`config.mk`:
```
export PLATFORM = sky130hd
export DESIGN_NAME = datapath_gen2_flat
export DESIGN_NICKNAME = d
export VERILOG_FILES = /design/src/rtl/datapath_gen2_if.sv /design/src/rtl/datapath_gen2.sv /design/src/flat_wrapper.sv
export SDC_FILE = /design/constraint.sdc
export NUM_CORES = 1
export LEC_CHECK = 0
export ABC_AREA = 1
export CORE_MARGIN = 3
export CORE_UTILIZATION = 45
export DETAILED_ROUTE_END_ITERATION = 10
export HOLD_SLACK_MARGIN = 0.1
export PLACE_DENSITY = 0.88
export SYNTH_ARGS = -nofsm -noshare
export SYNTH_HDL_FRONTEND = slang
export SYNTH_SLANG_ARGS = --single-unit
```
`constraint.sdc`:
```
create_clock -name clk -period 5 [get_ports clk]
set_clock_uncertainty 0.1 [all_clocks]
set_input_delay 0.75 -clock clk [delete_from_list [all_inputs] [get_ports clk]]
set_output_delay 0.75 -clock clk [all_outputs]
set_load 0.03 [all_outputs]
```
`src/rtl/datapath_gen2_if.sv`:
```
// datapath_gen2_if -- signal bundle between a controller and datapath_gen2.
//
// Control/data inputs of the datapath (driven by the master):
//   Din      external data source for the bus
//   Rin      per-register load enables from the bus
//   Rout     per-register bus drive selects
//   Ain, Gin, ADDRin, Doutin   load A / G (+flags) / ADDR / Dout from the bus
//   incr_pc  increment the PC (register NUM_REGS-1)
//   W_D      write strobe, delayed one cycle onto W
//   err_clr  clear the sticky bus_err flag
//   Gout, Dinout               drive G or Din onto the bus
//   alu_op   ALU operation select
// Observed outputs of the datapath (driven by the slave):
//   BUS, A, G, sumG, ADDR, Dout, W, R_flat, flags {C,N,Z}, bus_err
interface datapath_gen2_if #(
  parameter int DATA_W   = 9,
  parameter int NUM_REGS = 8
);
  logic [DATA_W-1:0]          Din;
  logic [NUM_REGS-1:0]        Rin;
  logic [NUM_REGS-1:0]        Rout;
  logic                       Ain;
  logic                       Gin;
  logic                       ADDRin;
  logic                       Doutin;
  logic                       incr_pc;
  logic                       W_D;
  logic                       err_clr;
  logic                       Gout;
  logic                       Dinout;
  logic [2:0]                 alu_op;

  logic [DATA_W-1:0]          BUS;
  logic [DATA_W-1:0]          A;
  logic [DATA_W-1:0]          G;
  logic [DATA_W-1:0]          sumG;
  logic [DATA_W-1:0]          ADDR;
  logic [DATA_W-1:0]          Dout;
  logic                       W;
  logic [NUM_REGS*DATA_W-1:0] R_flat;
  logic [2:0]                 flags;
  logic                       bus_err;

  modport master (
    output Din, Rin, Rout, Ain, Gin, ADDRin, Doutin, incr_pc, W_D, err_clr,
           Gout, Dinout, alu_op,
    input  BUS, A, G, sumG, ADDR, Dout, W, R_flat, flags, bus_err
  );

  modport slave (
    input  Din, Rin, Rout, Ain, Gin, ADDRin, Doutin, incr_pc, W_D, err_clr,
           Gout, Dinout, alu_op,
    output BUS, A, G, sumG, ADDR, Dout, W, R_flat, flags, bus_err
  );
endinterface

```
`src/rtl/datapath_gen2.sv`:
```
// datapath_gen2 -- single-bus register-file datapath with ALU, PC and
// bus-conflict detection.
//
// Ports:
//   clk  single clock, all state updates on the rising edge
//   rst  synchronous active-high reset, clears every register
//   io   datapath_gen2_if slave modport (controls in, BUS/registers/flags out)
//
// Behaviour summary:
//   BUS priority: Dinout > Gout > Rout[0] > ... > Rout[NUM_REGS-1], else 0.
//   More than one bus driver selected sets the sticky bus_err (set beats
//   err_clr). Register NUM_REGS-1 is the PC: a bus load beats incr_pc.
//
// Optional feature: define DATAPATH_GEN2_FLAGS_EN to build the {C,N,Z} flag
// register, loaded together with G. Undefined, flags are constant 3'b000.
module datapath_gen2 #(
  parameter int DATA_W   = 9,
  parameter int NUM_REGS = 8
) (
  input  logic            clk,
  input  logic            rst,
  datapath_gen2_if.slave  io
);

  localparam int PC_IDX = NUM_REGS - 1;

  logic [DATA_W-1:0] r_regs [NUM_REGS];
  logic [DATA_W-1:0] r_a;
  logic [DATA_W-1:0] r_g;
  logic [DATA_W-1:0] r_addr;
  logic [DATA_W-1:0] r_dout;
  logic              r_w;
  logic              r_bus_err;

  logic [DATA_W-1:0] w_bus;
  logic [DATA_W-1:0] w_sumg;
  logic              w_conflict;
  logic [2:0]        w_flags;

  // Bus mux: walk from the lowest-priority source upward so the last
  // assignment that fires is the highest-priority one.
  always_comb begin
    w_bus = '0;
    for (int i = NUM_REGS - 1; i >= 0; i--) begin
      if (io.Rout[i]) w_bus = r_regs[i];
    end
    if (io.Gout)   w_bus = r_g;
    if (io.Dinout) w_bus = io.Din;
  end

  assign w_conflict = ($countones({io.Dinout, io.Gout, io.Rout}) > 1);

  // ALU on A and BUS, result truncated to DATA_W.
  always_comb begin
    w_sumg = '0;
    case (io.alu_op)
      3'b000:  w_sumg = r_a + w_bus;
      3'b001:  w_sumg = r_a - w_bus;
      3'b010:  w_sumg = r_a & w_bus;
      3'b011:  w_sumg = r_a | w_bus;
      3'b100:  w_sumg = r_a ^ w_bus;
      3'b101:  w_sumg = r_a << 1;
      3'b110:  w_sumg = r_a >> 1;
      default: w_sumg = w_bus;
    endcase
  end

`ifdef DATAPATH_GEN2_FLAGS_EN
  logic       w_carry;
  logic [2:0] r_flags;

  // Carry is derived without a widened adder: an unsigned add overflowed
  // exactly when the truncated sum is below A; subtract has no borrow
  // exactly when A >= BUS.
  always_comb begin
    w_carry = 1'b0;
    case (io.alu_op)
      3'b000:  w_carry = (w_sumg < r_a);
      3'b001:  w_carry = (r_a >= w_bus);
      3'b101:  w_carry = r_a[DATA_W-1];
      3'b110:  w_carry = r_a[0];
      default: w_carry = 1'b0;
    endcase
  end

  always_ff @(posedge clk) begin
    if (rst) begin
      r_flags <= 3'b000;
    end else if (io.Gin) begin
      r_flags <= {w_carry, w_sumg[DATA_W-1], (w_sumg == '0)};
    end
  end

  assign w_flags = r_flags;
`else
  assign w_flags = 3'b000;
`endif

  // All loads capture the pre-edge BUS value, so a register that drives
  // and loads the bus in the same cycle simply reloads its own value.
  always_ff @(posedge clk) begin
    if (rst) begin
      for (int i = 0; i < NUM_REGS; i++) r_regs[i] <= '0;
      r_a       <= '0;
      r_g       <= '0;
      r_addr    <= '0;
      r_dout    <= '0;
      r_w       <= 1'b0;
      r_bus_err <= 1'b0;
    end else begin
      for (int i = 0; i < PC_IDX; i++) begin
        if (io.Rin[i]) r_regs[i] <= w_bus;
      end
      if (io.Rin[PC_IDX])   r_regs[PC_IDX] <= w_bus;
      else if (io.incr_pc)  r_regs[PC_IDX] <= r_regs[PC_IDX] + 1'b1;
      if (io.Ain)    r_a    <= w_bus;
      if (io.Gin)    r_g    <= w_sumg;
      if (io.ADDRin) r_addr <= w_bus;
      if (io.Doutin) r_dout <= w_bus;
      r_w <= io.W_D;
      // A new conflict wins over a simultaneous clear.
      if (w_conflict)       r_bus_err <= 1'b1;
      else if (io.err_clr)  r_bus_err <= 1'b0;
    end
  end

  generate
    for (genvar gi = 0; gi < NUM_REGS; gi++) begin : g_flat
      assign io.R_flat[gi*DATA_W +: DATA_W] = r_regs[gi];
    end
  endgenerate

  assign io.BUS     = w_bus;
  assign io.sumG    = w_sumg;
  assign io.A       = r_a;
  assign io.G       = r_g;
  assign io.ADDR    = r_addr;
  assign io.Dout    = r_dout;
  assign io.W       = r_w;
  assign io.flags   = w_flags;
  assign io.bus_err = r_bus_err;

endmodule

```
`src/flat_wrapper.sv`:
```
// flat-port wrapper written by rule: the top's interface ports become plain ports
module datapath_gen2_flat 
#(
  parameter int DATA_W   = 9,
  parameter int NUM_REGS = 8
)
  (clk, rst, io_Din, io_Rin, io_Rout, io_Ain, io_Gin, io_ADDRin, io_Doutin, io_incr_pc, io_W_D, io_err_clr, io_Gout, io_Dinout, io_alu_op, io_BUS, io_A, io_G, io_sumG, io_ADDR, io_Dout, io_W, io_R_flat, io_flags, io_bus_err);
  datapath_gen2_if #(.DATA_W(DATA_W), .NUM_REGS(NUM_REGS)) io_i ();
  input  logic clk;
  input  logic rst;
  input wire logic [$bits(io_i.Din)-1:0] io_Din;
  input wire logic [$bits(io_i.Rin)-1:0] io_Rin;
  input wire logic [$bits(io_i.Rout)-1:0] io_Rout;
  input wire logic [$bits(io_i.Ain)-1:0] io_Ain;
  input wire logic [$bits(io_i.Gin)-1:0] io_Gin;
  input wire logic [$bits(io_i.ADDRin)-1:0] io_ADDRin;
  input wire logic [$bits(io_i.Doutin)-1:0] io_Doutin;
  input wire logic [$bits(io_i.incr_pc)-1:0] io_incr_pc;
  input wire logic [$bits(io_i.W_D)-1:0] io_W_D;
  input wire logic [$bits(io_i.err_clr)-1:0] io_err_clr;
  input wire logic [$bits(io_i.Gout)-1:0] io_Gout;
  input wire logic [$bits(io_i.Dinout)-1:0] io_Dinout;
  input wire logic [$bits(io_i.alu_op)-1:0] io_alu_op;
  output wire logic [$bits(io_i.BUS)-1:0] io_BUS;
  output wire logic [$bits(io_i.A)-1:0] io_A;
  output wire logic [$bits(io_i.G)-1:0] io_G;
  output wire logic [$bits(io_i.sumG)-1:0] io_sumG;
  output wire logic [$bits(io_i.ADDR)-1:0] io_ADDR;
  output wire logic [$bits(io_i.Dout)-1:0] io_Dout;
  output wire logic [$bits(io_i.W)-1:0] io_W;
  output wire logic [$bits(io_i.R_flat)-1:0] io_R_flat;
  output wire logic [$bits(io_i.flags)-1:0] io_flags;
  output wire logic [$bits(io_i.bus_err)-1:0] io_bus_err;
  assign io_i.Din = io_Din;
  assign io_i.Rin = io_Rin;
  assign io_i.Rout = io_Rout;
  assign io_i.Ain = io_Ain;
  assign io_i.Gin = io_Gin;
  assign io_i.ADDRin = io_ADDRin;
  assign io_i.Doutin = io_Doutin;
  assign io_i.incr_pc = io_incr_pc;
  assign io_i.W_D = io_W_D;
  assign io_i.err_clr = io_err_clr;
  assign io_i.Gout = io_Gout;
  assign io_i.Dinout = io_Dinout;
  assign io_i.alu_op = io_alu_op;
  assign io_BUS = io_i.BUS;
  assign io_A = io_i.A;
  assign io_G = io_i.G;
  assign io_sumG = io_i.sumG;
  assign io_ADDR = io_i.ADDR;
  assign io_Dout = io_i.Dout;
  assign io_W = io_i.W;
  assign io_R_flat = io_i.R_flat;
  assign io_flags = io_i.flags;
  assign io_bus_err = io_i.bus_err;
  datapath_gen2 #(.DATA_W(DATA_W), .NUM_REGS(NUM_REGS)) u_core (.clk(clk), .rst(rst), .io(io_i));
endmodule
```
==> key figures <==
Status
  • Status: complete, but fails checks
  • Failing checks: setup timing

Synthesis
  • Synth area leader: edfxtp_1
  • Post-synth top flop: edfxtp_1
  • Register area share after synthesis: 43.6%
  • YS warnings: 0
  • Synth Area per Inst: 8.22 µm²
  • Post-synth EDFFs: roughly 70
  • Synth Register Bits: 110
  • Xor/xnor share of the synthesized area: under 10%
  • Synth Area in Compound Gates: 14.3%
  • Mux share of post-synthesis cell area: 0%
  • Netlist cell types: 54
  • Synth Area in Simple Gates: about a fifth
  • Top cells by area, synth: edfxtp_1 32%, dfxtp_1 11%, nand2_1 9.3%
  • Mapped Cells: approximately 800
  • Asr flop ratio synth: 0%
  • Post-synth top area share: roughly a third
  • Mapped Area: between 6000 and 7000 µm²
  • Largest family of logic cells by synthesized area: simple AND/OR/NAND/NOR gates
  • Post-Synth Adder-Cell Area: about 8.8%

Critical path
  • Critical path type: in -> out
  • Worst EP required: between 4 and 5 ns
  • CP Capture Type: output pin
  • Worst Path Arrival: roughly 4.5 ns
  • Critical Path Max Stage Delay: about 0.33 ns
  • CP Launch Type: input pin
  • Most frequent CP cell: nand2_1
  • Slowest cell on crit path: ha_1
  • Critical path buffers and inverters: 4
  • CP Max Fanout: 3
  • Crit-path leading delay family: simple AND/OR/NAND/NOR gates

Run
  • Max cap viols: 0

Global routing
  • Global-route wire length before repair: between 30,000 and 40,000 µm
  • Antenna violations before repair: 0
  • Global route overflow: 0
  • GRT Resource Usage Total: between 20% and 30%
  • Largest net degree at the start of global routing: 28
  • Vias in the first global route: between 6,000 and 7,000

STA
  • Final min period: between 5 and 6 ns
  • Fmax: between 0.15 and 0.2 GHz
  • Slew Viols, Final: 0
  • RSZ-0062 raised after global routing: yes
  • Slew HR: 46.0%
  • Hold WS: 0.387 ns
  • Final setup viols: 6
  • Hold Violations, Final: 0
  • Tcrit/Tclk final: 106%
  • Worst-Margin Slew: 0.807 ns
  • Setup ws final: -0.297 ns

Clocking
  • Clock root buffer: clkbuf_16
  • Worst-Skew Late Latency: approximately 0.36 ns
  • CTS tree: done
  • Worst-path clk slew: 0.07 ns
  • H-tree depth: 3
  • Total CTS buffers: 9
  • Longest Clk Path Bufs: 2
  • # clock sinks: 110

Routing
  • Vias per inst: approximately 5.5
  • Final WL: ~22,000 µm
  • Post-DR wirelength/cell: 18.3 µm
  • DRT Pass-1 Iters: 8
  • Initial detailed-routing violation count: 504
  • Via Count: around 6,700
  • Routed Antenna Nets: 0
  • Drt drc: 0

Die
  • DIE AREA: around 16,000 µm²
  • CORE AREA: around 14,000 µm²
  • Die width: about 130 µm
  • Die Y: about 130 µm
  • Initial Util: between 40% and 50%
  • Io pins: 170
  • # rows: 43

Placed design
  • Place WS: -1.16 ns
  • DPL Wire Length: 16,400 µm
  • Post-DP Area: between 8000 and 9000 µm²
  • Routability cong.: slightly above 0.9
  • IO buf count: around 170

Final layout
  • Antenna cells: 0
  • Final net count: 1,121
  • Fin util: approximately two thirds
  • Multi-input gate area: 3260 µm²
  • Area growth syn-to-layout: 40.1%
  • Fill cell count: approximately 1,100
  • Register area: between 2000 and 3000 µm²
  • Post-route design area: approximately 9400 µm²
  • Layout cell share with drive strength beyond 1: ~17%

Power and ir drop
  • Clock power frac: 24.2%
  • Pwr Density: between 300 and 400 nW/µm²
  • Leakage power: roughly 4.3 nW
  • Maximum VDD drop: a little over 0.2 mV
  • NetSw: about 0.0010 W
  • Flop pwr share: 38.9%
  • P_int: between 0.0015 and 0.002 W
  • Switching power share of the total: a little over a third
  • Logic pwr share: a little under two fifths

Hold path
  • Worst min-delay path category: reg -> reg
-- area by class of cell --
cell class                 instances  area share [%]
multi-input combinational        550            34.6
sequential                       110            31.1
timing repair buffer             240            23.7
inverter                         128            5.27
clock buffer                       9            2.40
tap                              180            2.40
clock inverter                     7           0.532
-- power by group through the flow --
| stage | Combinational (W) | Sequential (W) | Clock, W |
|---|---|---|---|
| after global placement | 0.000941 | 0.00112 | 0 |
| after CTS | 0.00100 | 0.00110 | 0.000688 |
| after global routing | 0.00113 | 0.00111 | 0.000723 |
| final | 0.00105 | 0.00111 | 0.000687 |
| after detailed placement | 0.000965 | 0.00112 | 0 |
| after floorplan | 0.000423 | 0.00125 | 0 |
-- Yosys cell counts (2+ instances only) --
cell type / n
xnor2_1: 3
a221oi_1: 3
o21ai_1: 10
inv_1: 111
nand3_1: 20
nand2_2: 10
edfxtp_1: 72
nor2_1: 107
or2_0: 3
clkbuf_8: 6
clkbuf_1: 12
o21ai_0: 28
nand2_1: 166
ha_1: 36
clkinv_1: 7
a31oi_1: 5
o22ai_1: 5
or2_2: 9
a21oi_1: 61
and2_1: 3
o221ai_1: 5
buf_6: 2
fa_1: 7
buf_4: 4
a211oi_1: 2
nor2_2: 4
dfxtp_1: 38
a2111oi_0: 4
o211ai_1: 25
xor2_1: 9
inv_2: 8
or2_1: 2
nor3_1: 7
buf_1: 2
-- routing by layer --
layer | track usage [%] | wire length, µm | part of all wire (%)
met2 | 43.8 | 10700 | 48
met4 | 10.5 | 726 | 3.2
met5 | 0 | 0 | 0
met1 | 32.3 | 8490 | 38
met3 | 8.50 | 2490 | 11
-- through the flow --
stage	power, W	cells	TNS [ns]
floorplan	0.00167	818	-0.0238
detailed placement	0.00209	1201	-7.95
global route	0.00296	1224	-2.65
global placement	0.00206	1201	-6.20
finish	0.00285	1224	-1.33
CTS	0.00280	1221	-1.09
-- placed cells by master, fill, tap and decap left out, types with 8 or more instances in the layout --
cell,count
dfxtp_1,38
edfxtp_1,72
clkbuf_16,9
o21ai_0,25
inv_1,106
nor2_1,103
o21ai_1,11
inv_2,12
nand3_1,20
clkdlybuf4s50_1,151
nand2_1,159
a21oi_1,58
xor2_1,8
buf_4,75
o211ai_1,25
nand2_2,16
ha_1,34
clkinv_1,9
-- final timing paths --
check,end,cells after the start,slack (ns),start
worst max register to register,u_core.io.G[8],34,0.92,u_core.r_regs[1][18]
worst min register to register,u_core.io.Dout[4],2,0.39,u_core.io.Dout[4]
worst max-delay path,io_sumG[7],35,-0.30,io_Rout[6]
worst min-delay path,u_core.io.Dout[4],2,0.39,u_core.io.Dout[4]
-- flip-flops by register name, indices dropped and copies added, names as in the netlist --
register and count:
u_core.io.A 9, u_core.io.ADDR 9, u_core.io.Dout 9, u_core.io.G 9, u_core.io.W 1, u_core.io.bus_err 1
u_core.r_regs 72
-- cell families after synthesis --
logic type / count (synthesis)
adder cells (fa/ha/maj): 43
other: 1
buffers and inverters: 158
flip-flops: 110
AO/OA/AOI/OAI: 156
XOR/XNOR: 12
AND/OR/NAND/NOR: 336
-- tightest hold or removal path, delay by kind of cell (launching register included) --
family / cells / cell delay, ns
compound gates: 1 / 0.08
buf+inv: 1 / 0.05
flops: 1 / 0.33
-- timing repair --
action | CTS | global route
endpoints found under the hold margin | 0 | 0
resized for setup | 55 | 34
setup buffers | 5 | 4
pin swaps | 22 | 34
hold buffers | 0 | 0
endpoints found under the setup margin | 9 | 8
Note: power is estimated with default switching activity, not from simulation.
